$ cat src/rtl/cdb_arbiter.sv
// Common data bus transmitter: per-FU holding registers, round-robin grant, registered broadcast.
// Define CDB_PARITY_EN to add the registered even-parity output cdbparity.
module cdb_arbiter #(
    parameter int FU_COUNT = 8,
    parameter int DATA_W   = 8,
    parameter int TAG_W    = 4
) (
    input  logic                         clk,
    input  logic                         rst,
    input  logic                         flush,
    input  logic [FU_COUNT-1:0]          fu_done,
    input  logic [FU_COUNT*DATA_W-1:0]   fu_result,
    input  logic [FU_COUNT*TAG_W-1:0]    fu_tag,
    output logic [FU_COUNT-1:0]          fu_ready,
    output logic [FU_COUNT-1:0]          fus_busy,
    output logic [DATA_W-1:0]            cdbval,
    output logic [TAG_W-1:0]             cdbid,
`ifdef CDB_PARITY_EN
    output logic                         cdbparity,
`endif
    output logic                         cdbtransmit,
    output logic [$clog2(FU_COUNT)-1:0]  cdbfu
);

    localparam int IDX_W = $clog2(FU_COUNT);

    logic [FU_COUNT-1:0] hold_v;
    logic [DATA_W-1:0]   hold_val [FU_COUNT];
    logic [TAG_W-1:0]    hold_tag [FU_COUNT];

    logic [IDX_W-1:0]    rr_ptr;
    logic [IDX_W-1:0]    rr_next;

    logic [FU_COUNT-1:0] grant;
    logic                grant_v;
    logic [IDX_W-1:0]    grant_idx;
    logic [FU_COUNT-1:0] capture;

    logic [DATA_W-1:0]   win_val;
    logic [TAG_W-1:0]    win_tag;

    // Round-robin scan starting at rr_ptr; the first pending entry wins.
    always_comb begin
        logic [IDX_W:0]   sum;
        logic [IDX_W-1:0] scan;
        sum       = '0;
        scan      = '0;
        grant_v   = 1'b0;
        grant_idx = '0;
        grant     = '0;
        for (int off = 0; off < FU_COUNT; off++) begin
            sum = {1'b0, rr_ptr} + (IDX_W+1)'(off);
            if (sum >= (IDX_W+1)'(FU_COUNT)) begin
                sum = sum - (IDX_W+1)'(FU_COUNT);
            end
            scan = sum[IDX_W-1:0];
            if (!grant_v && hold_v[scan] && !flush) begin
                grant_v   = 1'b1;
                grant_idx = scan;
            end
        end
        if (grant_v) begin
            grant[grant_idx] = 1'b1;
        end
    end

    always_comb begin
        rr_next = rr_ptr;
        if (grant_v) begin
            if (grant_idx == IDX_W'(FU_COUNT - 1)) begin
                rr_next = '0;
            end else begin
                rr_next = grant_idx + 1'b1;
            end
        end
    end

    // A granted entry drains this edge, so it may refill in the same cycle.
    assign fu_ready = ~hold_v | grant;
    assign capture  = fu_done & fu_ready & {FU_COUNT{~flush}};
    assign fus_busy = hold_v;

    assign win_val = hold_val[grant_idx];
    assign win_tag = hold_tag[grant_idx];

    for (genvar i = 0; i < FU_COUNT; i++) begin : g_hold
        always_ff @(posedge clk or negedge rst) begin
            if (!rst) begin
                hold_v[i]   <= 1'b0;
                hold_val[i] <= '0;
                hold_tag[i] <= '0;
            end else if (flush) begin
                hold_v[i]   <= 1'b0;
            end else if (capture[i]) begin
                hold_v[i]   <= 1'b1;
                hold_val[i] <= fu_result[i*DATA_W +: DATA_W];
                hold_tag[i] <= fu_tag[i*TAG_W +: TAG_W];
            end else if (grant[i]) begin
                hold_v[i]   <= 1'b0;
            end
        end
    end

    always_ff @(posedge clk or negedge rst) begin
        if (!rst) begin
            rr_ptr <= '0;
        end else begin
            rr_ptr <= rr_next;
        end
    end

    always_ff @(posedge clk or negedge rst) begin
        if (!rst) begin
            cdbtransmit <= 1'b0;
            cdbval      <= '0;
            cdbid       <= '0;
            cdbfu       <= '0;
        end else if (grant_v) begin
            cdbtransmit <= 1'b1;
            cdbval      <= win_val;
            cdbid       <= win_tag;
            cdbfu       <= grant_idx;
        end else begin
            cdbtransmit <= 1'b0;
            cdbval      <= '0;
            cdbid       <= '0;
            cdbfu       <= '0;
        end
    end

`ifdef CDB_PARITY_EN
    always_ff @(posedge clk or negedge rst) begin
        if (!rst) begin
            cdbparity <= 1'b0;
        end else if (grant_v) begin
            cdbparity <= ^{win_val, win_tag};
        end else begin
            cdbparity <= 1'b0;
        end
    end
`endif

endmodule

$ cat config.mk
export PLATFORM = sky130hd
export DESIGN_NAME = cdb_arbiter
export DESIGN_NICKNAME = d
export VERILOG_FILES = /design/src/rtl/cdb_arbiter.sv
export SDC_FILE = /design/constraint.sdc
export NUM_CORES = 1
export LEC_CHECK = 0
export ABC_CLOCK_PERIOD_IN_PS = 4450
export CAP_MARGIN = 30
export CORE_AREA = 2 2 131 184
export CTS_CLUSTER_DIAMETER = 100
export DETAILED_ROUTE_END_ITERATION = 7
export DIE_AREA = 0 0 133 186
export PLACE_DENSITY = 0.67
export SYNTH_ARGS = -nofsm -noshare
export SYNTH_HDL_FRONTEND = slang
export SYNTH_SLANG_ARGS = --single-unit
$ cat constraint.sdc
create_clock -name clk -period 4.45 [get_ports clk]
set_input_delay 0.6675 -clock clk [delete_from_list [all_inputs] [get_ports clk]]
set_output_delay 0.6675 -clock clk [all_outputs]
set_load 0.1 [all_outputs]
==> run summary <==
The run finished with clean final reports. For the max-slew violation total from the final report, the log shows 0. The post-route minimum period is 4350 ps, and the count of different cell masters after synthesis is 70.

The total die area is 0.0247 mm^2. Entering global routing, the biggest net connects 78 pins. For the pin with the worst max-slew slack, the measured transition is 1020 ps.

For the top-level I/O count, the log shows 139. The peak fanout along the critical path is 5. Post-synthesis cell type with the largest combined area: sky130_fd_sc_hd__dfrtp_1. The final cycle utilization of the critical path is 97.7%. The number of nets in the finished design is 1038, and the synthesized netlist net count is 918. TritonCTS built the clock tree.

The tightest slew margin relative to the limit was 31.6%. The logs give 19100 um for the post-DP HPWL and 40800 um for the wire length of the first global-routing pass. The floorplan die width came out at 133 um. CTS saw 123 sinks. The final layout contains routed wiring with a total length of 26900 um.

For this run, the share of the core covered by cells in the final layout is 46.8%. The synthesized netlist cell count came out at 808. In the global route stage, overall resource usage came out at 21.5%.

For the worst-skew pair, the clock arrives at the later sink with an insertion delay of 420 ps. The largest incremental delay on the critical path is 550 ps. The via count was 7380. The area of the mapped netlist came out at 0.00798 mm^2.

CTS built an H-tree with a depth of 4. After floorplanning, the core was sized to cover 0.0230 mm^2. The area share of the leading cell type in the synthesized netlist was 38.6%. Ranked by total cell area, the synthesized netlist is headed by sky130_fd_sc_hd__dfrtp_1 39%, sky130_fd_sc_hd__mux2i_1 5.1%, sky130_fd_sc_hd__mux2_4 4.1%. The run gives 7272 as the via count of the first global-routing pass. The most used flip-flop cell after synthesis is sky130_fd_sc_hd__dfrtp_1. For the total grt overflow, the log shows 0.

The run gives 0 as the number of failing hold endpoints at the final stage. The signal on the critical path passes through inv_4 -> ha_4 -> mux4_2 -> mux2_4 -> o21ai_4 -> o2111ai_4 -> a21o_1 -> o211ai_4 -> nand2_4 -> o31ai_4 -> buf_12. The run gives 0 as the initial antenna violation count. The first detailed-routing pass ran for 5 iterations.

The synthesized netlist devotes 20.6% of its cell area to compound gates. In the final routed layout, each cell accounts on average for 21.6 um. After synthesis, the largest family of logic cells by area is compound AO/OA/AOI/OAI gates.

Startpoint type of the worst setup path: a register. The total DRC errors in the routed layout came out at 0. The share of layout cells above drive strength 1 works out to 21.8%. At the worst endpoint, the arrival time is 3680 ps. The initial DRC count came out at 560.

The vertical extent of the die was 186 um; the share of synthesized registers carrying an async set or reset was 100%. For this run, global-route usage on met2 was measured as 38.2%. The most common library cell in the layout ignoring fill and taps is sky130_fd_sc_hd__clkdlybuf4s50_1.

At the worst endpoint, the required time is 3780 ps. The congestion estimate from routability-driven global placement came to 0.934. The clock passes through at most 2 buffers.

The type of the tightest min-delay check was input pin to async pin. The met3 layer usage reported by global route was 2.86%; the share of cell area taken by muxes after synthesis was 15.5%. For this design, the slowest cell found on the critical path is sky130_fd_sc_hd__mux4_2. The maximum frequency from static timing analysis is 0.230 GHz, and the antenna cell count is 0. Yosys mapped a number of flops with a built-in enable equal to 0. Clock-pin slew was measured on the worst setup and hold paths at 60 ps. The highest-utilization routing layer at the global route stage was met2.

Global routing consumed, on the met1 layer, 26.0% of the routing resources. The share of synthesized cell area in and, or, nand and nor gates came out at 18.0%. The worst setup path is captured at an output pin. Summing the sequential cell areas from Yosys gives 38.6% of the chip area.

The count of nets left with antenna violations after detail routing is 0. The total of buffers placed on input and output ports came out at 138. The synthesized-area fraction occupied by xor and xnor cells is 0.674%, and the total of warnings raised by yosys is 0. The total of flip-flops plus latches after synthesis was 123; the area overhead of the layout relative to synthesis was 35.1%. Across all register-to-register paths, the minimum setup slack is 270 ps. The critical path class was register to output pin. In the layout the commonest cells are 128 x sky130_fd_sc_hd__clkdlybuf4s50_1, 115 x sky130_fd_sc_hd__dfrtp_1, 57 x sky130_fd_sc_hd__nand3_1, 47 x sky130_fd_sc_hd__a21oi_1, 44 x sky130_fd_sc_hd__buf_4. Across the routed clock network, the largest skew measured is 12.3 ps.

A synthesized cell averages 9.88 um^2. In this run, CTS created clock tree buffers numbering 17. The initial utilization of the core area, before any placement, comes to 34.6%.

Setup violations remaining at the end of the flow were counted as 0. The floorplan has 66 rows. The average vias per placed instance is 5.92, and the max-cap violation count is 0. The synthesized netlist devotes 0.470% of its cell area to adder and majority cells. The tree is rooted in a sky130_fd_sc_hd__clkbuf_16.
## critical path: cells and delay by family, from the launching register on
kind                     cells  cell delay, ps
AO/OA/AOI/OAI                5            1280
adder cells (fa/ha/maj)      1             290
buffers and inverters        2             280
flip-flops                   1             400
multiplexers                 2             880
AND/OR/NAND/NOR              1             120
## registers in the layout, indices dropped and copies added (netlist names)
signal / cells
cdbtransmit: 1
cdbval: 8
hold_tag: 32
fus_busy: 8
rr_ptr: 3
cdbid: 4
cdbfu: 3
hold_val: 64
## metrics by stage
| step | worst slack [ps] | hold WS [ps] | std cells | TNS [ps] | cell area (um^2) |
|---|---|---|---|---|---|
| 5_1_grt | -21.6 | 315 | 1247 | -46.9 | 10800 |
| 6_report | 101 | 269 | 1247 | 0 | 10800 |
| 3_5_place_dp | 250 | 487 | 1202 | 0 | 9830 |
| 2_1_floorplan | -41.0 | 372 | 808 | -41.0 | 8120 |
| 4_1_cts | 3.43 | 294 | 1234 | 0 | 10500 |
| 3_3_place_gp | 269 | 475 | 1202 | 0 | 9830 |
## final timing paths
check / startpoint / end / depth (start not counted)
setup / recovery: rr_ptr[0] / fu_ready[6] / 11
hold / removal: rst / hold_tag[22] / 1
setup reg to reg: rr_ptr[0] / hold_tag[4] / 14
hold reg to reg: hold_tag[27] / hold_tag[27] / 1
max in group asynchronous: rst / rr_ptr[2] / 2
min in group clk: hold_tag[27] / hold_tag[27] / 1
## routing by layer
layer	part of all wire, %	vias to the layer above
met5	0	-
li1	-	3398
met2	51	318
met4	3.7	0
met3	5.2	63
met1	40	3601
## timing repair
action / CTS / global route
hold buffers: 0 / 0
setup endpoints to repair: 8 / 8
resized for setup: 13 / 24
pin swaps: 1 / 15
setup buffers: 0 / 13
## cell usage after synthesis (all sizes together) (17+ instances only)
cell type,count
clkbuf,48
mux2,54
nand4,25
nand2,45
o2bb2ai,26
buf,38
o21ai,17
nor4,29
mux2i,41
dfrtp,123
a21oi,49
and3,26
o221ai,36
a311o,24
nand3,58
inv,19
nor3,20
## layout make-up
cell class	count	area (um^2)
multi-input cells	579	4730
clock inverters	13	179
inverters	20	77.6
fillers	2134	12300
clock buffers	19	453
repair buffers	187	1880
well taps	306	383
flip-flops and latches	123	3090
## cells by family (layout without fill, tap and decap cells)
group | after synthesis | in the layout
buffers and inverters | 106 | 239
XOR/XNOR | 4 | 4
adder cells (fa/ha/maj) | 3 | 3
flip-flops | 123 | 123
AO/OA/AOI/OAI | 210 | 210
multiplexers | 101 | 101
AND/OR/NAND/NOR | 261 | 261
Power is not shown: default switching activity piles up to over one toggle a cycle in this logic, so the estimate is an artifact.
